File: src/rtl/wb_sevseg_scanner.sv
// Wishbone 7-segment scanner for N common-anode digits with hex decode,
// 8-bit PWM brightness, per-digit blink and decimal points.
module wb_sevseg_scanner #(
  parameter int N_DIGITS     = 8,
  parameter int SCAN_DIV     = 50000,
  parameter int BLINK_FRAMES = 64
) (
  input  logic                i_clk,
  input  logic                i_rst,
  input  logic [4:0]          i_wb_adr,
  input  logic [31:0]         i_wb_dat,
  input  logic [3:0]          i_wb_sel,
  input  logic                i_wb_we,
  input  logic                i_wb_cyc,
  input  logic                i_wb_stb,
  output logic [31:0]         o_wb_rdt,
  output logic                o_wb_ack,
  output logic [N_DIGITS-1:0] o_an,
  output logic [6:0]          o_seg,
  output logic                o_dp,
  output logic                o_frame
);

  localparam int N_WORDS = N_DIGITS / 4;
  localparam int IW = $clog2(N_DIGITS);
  localparam int PW = $clog2(SCAN_DIV);
  localparam int BW = $clog2(BLINK_FRAMES + 1);

  localparam logic [IW-1:0] IDX_LAST = IW'(N_DIGITS - 1);
  localparam logic [PW-1:0] PRE_LAST = PW'(SCAN_DIV - 1);
  localparam logic [BW-1:0] BLK_LAST = BW'(BLINK_FRAMES - 1);
  localparam logic [N_DIGITS-1:0] AN_ONE = N_DIGITS'(1);

  logic [7:0]          digit [N_DIGITS];
  logic                decode;
  logic                blink_en;
  logic [7:0]          bright;
  logic [N_DIGITS-1:0] dp_mask;
  logic [N_DIGITS-1:0] blink_mask;

  logic [PW-1:0] presc;
  logic [IW-1:0] idx;
  logic [7:0]    pwm_cnt;
  logic [7:0]    frame_cnt;
  logic [BW-1:0] blk_cnt;
  logic          blink_phase;

  logic        acc;
  logic        wr;
  logic [2:0]  wsel;
  logic [31:0] digit_word;
  logic [31:0] dp_word;
  logic [31:0] blink_word;
  logic [31:0] stat_word;
  logic [31:0] rd_data;
  logic [31:0] dp_merged;
  logic [31:0] blink_merged;

  function automatic logic [31:0] bmerge(
    input logic [31:0] old,
    input logic [31:0] dat,
    input logic [3:0]  sel
  );
    logic [31:0] r;
    for (int b = 0; b < 4; b++)
      r[8*b +: 8] = sel[b] ? dat[8*b +: 8] : old[8*b +: 8];
    return r;
  endfunction

  // Ack only on the first cycle of a strobe so each access writes once.
  assign acc  = i_wb_cyc & i_wb_stb & ~o_wb_ack;
  assign wr   = acc & i_wb_we;
  assign wsel = i_wb_adr[4:2];

  assign dp_word    = 32'(dp_mask);
  assign blink_word = 32'(blink_mask);
  assign stat_word  = {16'h0, frame_cnt, 3'b0, blink_phase, 4'(idx)};

  assign dp_merged    = bmerge(dp_word, i_wb_dat, i_wb_sel);
  assign blink_merged = bmerge(blink_word, i_wb_dat, i_wb_sel);

  always_comb begin
    digit_word = '0;
    for (int w = 0; w < N_WORDS; w++)
      if (wsel == 3'(w))
        digit_word = {digit[4*w+3], digit[4*w+2],
                      digit[4*w+1], digit[4*w]};
  end

  always_comb begin
    rd_data = '0;
    unique case (wsel)
      3'd4:    rd_data = {16'h0, bright, 6'h0, blink_en, decode};
      3'd5:    rd_data = dp_word;
      3'd6:    rd_data = blink_word;
      3'd7:    rd_data = stat_word;
      default: rd_data = digit_word;
    endcase
  end

  always_ff @(posedge i_clk) begin
    if (i_rst) begin
      o_wb_ack <= 1'b0;
      o_wb_rdt <= '0;
    end else begin
      o_wb_ack <= i_wb_cyc & i_wb_stb & ~o_wb_ack;
      if (acc)
        o_wb_rdt <= rd_data;
    end
  end

  always_ff @(posedge i_clk) begin
    if (i_rst) begin
      for (int i = 0; i < N_DIGITS; i++)
        digit[i] <= '0;
      decode     <= 1'b0;
      blink_en   <= 1'b0;
      bright     <= 8'hFF;
      dp_mask    <= '0;
      blink_mask <= '0;
    end else if (wr) begin
      for (int i = 0; i < N_DIGITS; i++)
        if (wsel == 3'(i / 4) && i_wb_sel[i % 4])
          digit[i] <= i_wb_dat[8*(i%4) +: 8];
      if (wsel == 3'd4) begin
        if (i_wb_sel[0])
          {blink_en, decode} <= i_wb_dat[1:0];
        if (i_wb_sel[1])
          bright <= i_wb_dat[15:8];
      end
      if (wsel == 3'd5)
        dp_mask <= dp_merged[N_DIGITS-1:0];
      if (wsel == 3'd6)
        blink_mask <= blink_merged[N_DIGITS-1:0];
    end
  end

  logic slot_end;
  logic frame_wrap;

  assign slot_end   = presc == PRE_LAST;
  assign frame_wrap = slot_end & (idx == IDX_LAST);

  always_ff @(posedge i_clk) begin
    if (i_rst) begin
      presc       <= '0;
      idx         <= '0;
      pwm_cnt     <= '0;
      frame_cnt   <= '0;
      blk_cnt     <= '0;
      blink_phase <= 1'b0;
      o_frame     <= 1'b0;
    end else begin
      presc   <= slot_end ? '0 : presc + PW'(1);
      pwm_cnt <= slot_end ? '0 : pwm_cnt + 8'd1;
      o_frame <= frame_wrap;
      if (slot_end)
        idx <= (idx == IDX_LAST) ? '0 : idx + IW'(1);
      if (frame_wrap) begin
        frame_cnt <= frame_cnt + 8'd1;
        if (blk_cnt == BLK_LAST) begin
          blk_cnt     <= '0;
          blink_phase <= ~blink_phase;
        end else begin
          blk_cnt <= blk_cnt + BW'(1);
        end
      end
    end
  end

  logic [7:0] cur;
  logic [6:0] hex_seg;
  logic [6:0] pattern;
  logic       pwm_on;
  logic       lit;

  assign cur = digit[idx];

  always_comb begin
    hex_seg = 7'h00;
    unique case (cur[3:0])
      4'h0: hex_seg = 7'h3F;
      4'h1: hex_seg = 7'h06;
      4'h2: hex_seg = 7'h5B;
      4'h3: hex_seg = 7'h4F;
      4'h4: hex_seg = 7'h66;
      4'h5: hex_seg = 7'h6D;
      4'h6: hex_seg = 7'h7D;
      4'h7: hex_seg = 7'h07;
      4'h8: hex_seg = 7'h7F;
      4'h9: hex_seg = 7'h6F;
      4'hA: hex_seg = 7'h77;
      4'hB: hex_seg = 7'h7C;
      4'hC: hex_seg = 7'h39;
      4'hD: hex_seg = 7'h5E;
      4'hE: hex_seg = 7'h79;
      4'hF: hex_seg = 7'h71;
    endcase
  end

  assign pattern = decode ? hex_seg : cur[6:0];
  assign pwm_on  = (bright == 8'hFF) | (pwm_cnt < bright);
  assign lit     = cur[7] & pwm_on
                 & ~(blink_en & blink_mask[idx] & blink_phase);

  always_ff @(posedge i_clk) begin
    if (i_rst) begin
      o_an  <= '1;
      o_seg <= 7'h7F;
      o_dp  <= 1'b1;
    end else begin
      o_an  <= lit ? ~(AN_ONE << idx) : '1;
      o_seg <= lit ? ~pattern : 7'h7F;
      o_dp  <= ~(dp_mask[idx] & lit);
    end
  end

  logic unused;
  assign unused = ^{i_wb_adr[1:0], dp_merged, blink_merged};

endmodule

File: config.mk
export PLATFORM = sky130hd
export DESIGN_NAME = wb_sevseg_scanner
export DESIGN_NICKNAME = d
export VERILOG_FILES = /design/src/rtl/wb_sevseg_scanner.sv
export SDC_FILE = /design/constraint.sdc
export NUM_CORES = 1
export LEC_CHECK = 0
export CORE_MARGIN = 8
export CORE_UTILIZATION = 55
export CTS_CLUSTER_SIZE = 20
export DETAILED_ROUTE_END_ITERATION = 6
export PLACE_DENSITY = 0.78
export SLEW_MARGIN = 20
export SYNTH_ARGS = -nofsm -noshare
export SYNTH_HDL_FRONTEND = slang
export SYNTH_SLANG_ARGS = --single-unit
File: constraint.sdc
create_clock -name i_clk -period 6.28 [get_ports i_clk]
set_clock_uncertainty 0.05 [all_clocks]
set_input_delay 1.57 -clock i_clk [delete_from_list [all_inputs] [get_ports i_clk]]
set_output_delay 1.57 -clock i_clk [all_outputs]
set_load 0.02 [all_outputs]
==> results of run 1 <==
==> cells in the final DEF, fill, tap and decap left out, types with 16 or more instances in the layout <==
cell type / n
nand3_1: 24
ha_1: 23
nor2b_1: 40
nand4_1: 16
xor2_1: 17
a21oi_1: 18
inv_1: 20
nand2_1: 26
and2_1: 44
mux2_2: 30
mux2i_1: 30
mux4_2: 22
edfxtp_1: 64
dfxtp_1: 122
clkbuf_16: 17
clkdlybuf4s50_1: 92
nor2_1: 115
a22oi_1: 20
==> worst max-delay path: stages <==
cell and delay, ns:
clkdlybuf4s50_1 0.88, nor3_2 0.71, nand3_1 0.47, nand2b_1 0.48
==> synthesized netlist by cell type (20+ instances only) <==
library cell,count,share of area
mux2_2,30,0.039
nor2_1,116,0.050
and2_1,44,0.031
nor2b_1,40,0.029
nand2_1,26,0.011
mux4_2,22,0.057
mux2i_1,30,0.034
ha_1,23,0.033
nand3_1,24,0.014
clkbuf_1,28,0.012
dfxtp_1,122,0.28
a22oi_1,20,0.017
edfxtp_1,64,0.22
inv_1,20,0.0086
==> power by group through the flow <==
stage / Combinational, mW / Clock (mW) / Sequential (mW)
5_1_grt: 0.221 / 1.22 / 1.31
2_1_floorplan: 0.107 / 0 / 1.33
6_report: 0.206 / 1.16 / 1.30
4_1_cts: 0.206 / 1.16 / 1.30
3_3_place_gp: 0.199 / 0 / 1.33
3_5_place_dp: 0.204 / 0 / 1.33
==> cells by family (layout without fill, tap and decap cells) <==
group	after synthesis	in the layout	share of synthesized area
buffers and inverters	70	154	0.0336
AO/OA/AOI/OAI	106	106	0.0923
XOR/XNOR	31	31	0.0310
adder cells (fa/ha/maj)	23	23	0.0329
AND/OR/NAND/NOR	309	309	0.180
flip-flops	186	186	0.499
multiplexers	83	83	0.131
==> state kept, by name, indices dropped and copies added (netlist names), named ones only <==
| register | cells |
|---|---|
| digit | 64 |
| o_wb_rdt | 32 |
| presc | 16 |
| blink_mask | 8 |
| bright | 8 |
| dp_mask | 8 |
| frame_cnt | 8 |
| o_an | 8 |
| pwm_cnt | 8 |
| blk_cnt | 7 |
| o_seg | 7 |
| idx | 3 |
| blink_en | 1 |
| blink_phase | 1 |
| decode | 1 |
| o_dp | 1 |
| o_frame | 1 |
| o_wb_ack | 1 |
==> metal layers <==
metal / GRT usage / part of all wire / vias up / routed length, um
li1: - / - / 3045 / -
met1: 0.259 / 0.42 / 3166 / 8970
met2: 0.364 / 0.48 / 250 / 10400
met3: 0.0584 / 0.072 / 46 / 1540
met4: 0.0933 / 0.029 / 2 / 618
met5: 0 / 0.00060 / - / 13
==> path summary, 6_finish.rpt <==
check              startpoint          end  slack, ns
setup / recovery  i_wb_adr[2]  digit[2][0]       2.21
hold / removal       presc[0]     presc[0]       0.39
setup reg to reg     register     o_seg[6]       2.97
hold reg to reg      presc[0]     presc[0]       0.39
==> final cells by class <==
type                            instances  area [um2]
Fill cell                            1185        5280
Clock inverter                         13         200
Sequential cell                       186        4360
Multi-Input combinational cell        552        4090
Timing Repair Buffer                  102         996
Inverter                               20        75.1
Tap cell                              216         270
Clock buffer                           19         433
==> per-stage QoR <==
step                      cell area, um2  hold slack [ns]
final                              10400            0.391
after global routing               10400            0.408
after CTS                          10400            0.392
after detailed placement            9800            0.383
after global placement              9800            0.374
after floorplan                     8750            0.363
==> results.ini, run 1 <==
[status]
status = finished clean

[synthesis]
synth_nets = 877
syn_area_mm2 = 0.00875
synth-async-reset-ratio = 0
syn_inst = 808
synth_warnings = 0
synth_ff_type = dfxtp_1
synth_edf_count = 64
synth_seq_area_share = 0.499
avgSynthCellArea_um2 = 10.8
netlist-cell-type-count = 59
ys_ff_latch = 186

[pwr]
p_leak_nw = 3.88
p_seq_frac = 0.489
vdd_drop_max_uv = 229
pwr-share-clk = 0.434
power_frac_comb = 0.077
power_mw = 2.67
p_sw_uw = 588
p_sw_frac = 0.221
pwr_density_cell_mw_per_mm2 = 256
intPower_mw = 2.08

[die]
die_y_um = 142
dieArea_mm2 = 0.0202
ios = 96
rows = 46
coreArea_mm2 = 0.0157
start_util = 0.557
die_x_um = 142

[sta]
rsz0062_at_grt = false
slew_violations = 0
fin_crit_sh = 0.648
tightestPinTransition_ns = 1.04
setup_viol = 0
slew_headroom = 0.306
fin_tns_setup_ns = 0
hold_viol = 0
fin_ws_ns = 2.21
max_freq_mhz = 246
fin_crit_ns = 4.07

[detailed_routing]
route.detailed.drc = 0
routed_via_density = 5.87
vias = 6509
postRouteWirelength_mm = 21.6
drtIter0Drc = 593
wl_per_cell_um = 19.5
dr.pass1.iters = 6
antenna_left = 0

[clock_network]
cts_buffer_depth = 2
ctsHoldBuffers = 0
cts_max_level = 4
clk_pin_slew_ns = 0.06
numCtsBuffers = 17
cts_sinks = 186
cts_resized = 0
insertion_delay_ns = 0.44
post_cts_buffers = 0
cts_root_buffer = clkbuf_16
tritoncts = built

[global_route]
grt_pass1_wl_mm = 33.9
grt_use_total = 0.218
grt_max_degree = 56
antenna_found_initial = 1
grt_pass1_vias = 6464
grt-ovfl-total = 0

[hold_path]
hp-class = register to register
hold_depth = 1

[place]
place.gp.congestion = 0.879
io_buffers = 93
place_ws_ns = 1.87
dp.cells = 1076
hpwl_mm = 15.4

[final_layout]
diodes = 0
nets = 948
stdcell_count = 1108
syn_to_final_growth_pct = 19.2
drive_gt1_frac = 0.115
utilization = 0.664

[critical_path]
cp-start-kind = input port
setup.worst_path.class = input port to register
r2r_cells = 8
crit_arrival_ns = 4.11
endpoint_kind = register
worstPathRequired_ns = 6.33
path_max_fanout = 19

[run]
max_cap_viol_count = 0

Note: power is estimated with default switching activity, not from simulation.
==> inputs of run 2 (changes only) <==
- CORE_UTILIZATION: 55 -> 51
- PLACE_DENSITY: 0.78 -> 0.76
- clock period: 6.28 -> 3.36 ns (I/O delays scaled with it)
==> results.ini, run 2 (synthesized netlist as in run 1, its figures left out) <==
[status]
status = finished clean

[critical_path]
cp_num_cells = 4
worstPathRequired_ns = 3.60
setup.worst_path.class = input port to register
cp-start-kind = input port
r2r-end = o_seg[6]
r2r_cells = 9
crit_arrival_ns = 3.05
cp_top_family = simple AND/OR/NAND/NOR gates
endpoint_kind = register
crit_start = i_wb_adr[3]
crit_path_max_incr_delay_ns = 0.74
critPathBufInv = 1
cp-endpoint = digit[1][7]
path_max_fanout = 8
regToRegSetupSlack_ns = 0.64
crit_chain = clkdlybuf4s50_1 -> nor3_2 -> nor3b_1 -> and2_1
critPathSlowestCell = nor3b_1

[sta]
rsz0062_at_grt = false
fin_crit_ns = 2.81
slew_headroom = 0.451
tightestPinTransition_ns = 0.822
slew_violations = 0
max_freq_mhz = 356
fin_crit_sh = 0.836
hold_viol = 0
fin_tns_setup_ns = 0
setup_viol = 0

[detailed_routing]
routed_via_density = 5.55
drtIter0Drc = 454
antenna_left = 0
dr.pass1.iters = 5
vias = 6316
route.detailed.drc = 0
postRouteWirelength_mm = 20.7
wl_per_cell_um = 18.2

[final_layout]
fin_area_mm2 = 0.0105
largest_register = digit
largestRegisters = digit x64, o_wb_rdt x32, presc x16
drive_gt1_frac = 0.139
nets = 968
syn_to_final_growth_pct = 20.4
stdcell_count = 1137
register_area_mm2 = 0.00436
mostFrequentLayoutCells = dfxtp_1 (122), nor2_1 (115), clkdlybuf4s50_1 (91)
multi_input_area_mm2 = 0.00410
nFillCells = 1363
final_common_cell = dfxtp_1
largest_reg_flops = 64
diodes = 0

[clock_network]
cts_root_buffer = clkbuf_16
cts_buffer_depth = 2
cts_max_level = 4
cts_sinks = 186
post_cts_buffers = 0
insertion_delay_ns = 0.43
cts_resized = 0
numCtsBuffers = 17
tritoncts = built
ctsHoldBuffers = 0
clk_pin_slew_ns = 0.07

[place]
dp.cells = 1105
place_area_mm2 = 0.00996
hpwl_mm = 15.3
place.gp.congestion = 0.890
io_buffers = 93

[pwr]
p_leak_nw = 3.96
pwr_density_cell_mw_per_mm2 = 452
vdd_drop_max_uv = 385

[global_route]
grt-ovfl-total = 0
grt_use_total = 0.194
grt_pass1_vias = 6275
antenna_found_initial = 0
grt_max_degree = 67
grt_pass1_wl_mm = 33.3

[die]
dieArea_mm2 = 0.0216
die_y_um = 147
rows = 48
die_x_um = 147
ios = 96
coreArea_mm2 = 0.0171
start_util = 0.513

[hold_path]
hp-class = register to register

[run]
max_cap_viol_count = 0

[run 2: cell count changes in the layout (fill, tap and decap cells not counted), moves of 2 or more]
cell	previous run	this run
inv_6	0	5
buf_4	10	30
clkinv_4	1	3
bufinv_16	5	1
clkinv_2	3	1
[run 2: area by class of cell]
class / instances / area share
clock buffer: 18 / 0.0408
multi-input combinational: 552 / 0.389
inverter: 20 / 0.00713
sequential: 186 / 0.414
clock inverter: 14 / 0.0132
timing repair buffer: 122 / 0.108
tap: 225 / 0.0267
[run 2: layer usage]
| metal | share of wire | GRT usage | vias to the layer above |
|---|---|---|---|
| met5 | 0 | 0 | - |
| met4 | 0.017 | 0.0637 | 0 |
| met3 | 0.056 | 0.0517 | 27 |
| met2 | 0.47 | 0.318 | 196 |
| met1 | 0.45 | 0.245 | 3008 |
| li1 | - | - | 3085 |
[run 2: through the flow]
step                power (mW)  hold WS, ns  setup slack [ns]  utilization
global placement          2.87        0.377             0.280        0.584
detailed placement        2.88        0.380             0.265        0.584
global route              4.92        0.434             0.367        0.617
finish                    4.76        0.390             0.551        0.617
CTS                       4.78        0.391             0.608        0.617
floorplan                 2.69        0.363             0.977            -
[run 2: worst min-delay path by stage]
stage               startpoint        to  slack, ns  cells after the start
floorplan             presc[0]  presc[0]       0.36                      1
global placement      presc[0]  presc[0]       0.38                      1
detailed placement    presc[0]  presc[0]       0.38                      1
CTS                   presc[0]  presc[0]       0.39                      1
global route          presc[0]  presc[0]       0.43                      1
finish                presc[0]  presc[0]       0.39                      1
[run 2: where the power goes]
| part | leakage, nW | total [mW] | switching, mW | internal, mW |
|---|---|---|---|---|
| Combinational | 2.06 | 0.394 | 0.210 | 0.184 |
| Clock | 0.270 | 1.93 | 0.893 | 1.04 |
| Sequential | 1.63 | 2.43 | 0.0419 | 2.39 |
| Total | 3.96 | 4.76 | 1.14 | 3.61 |
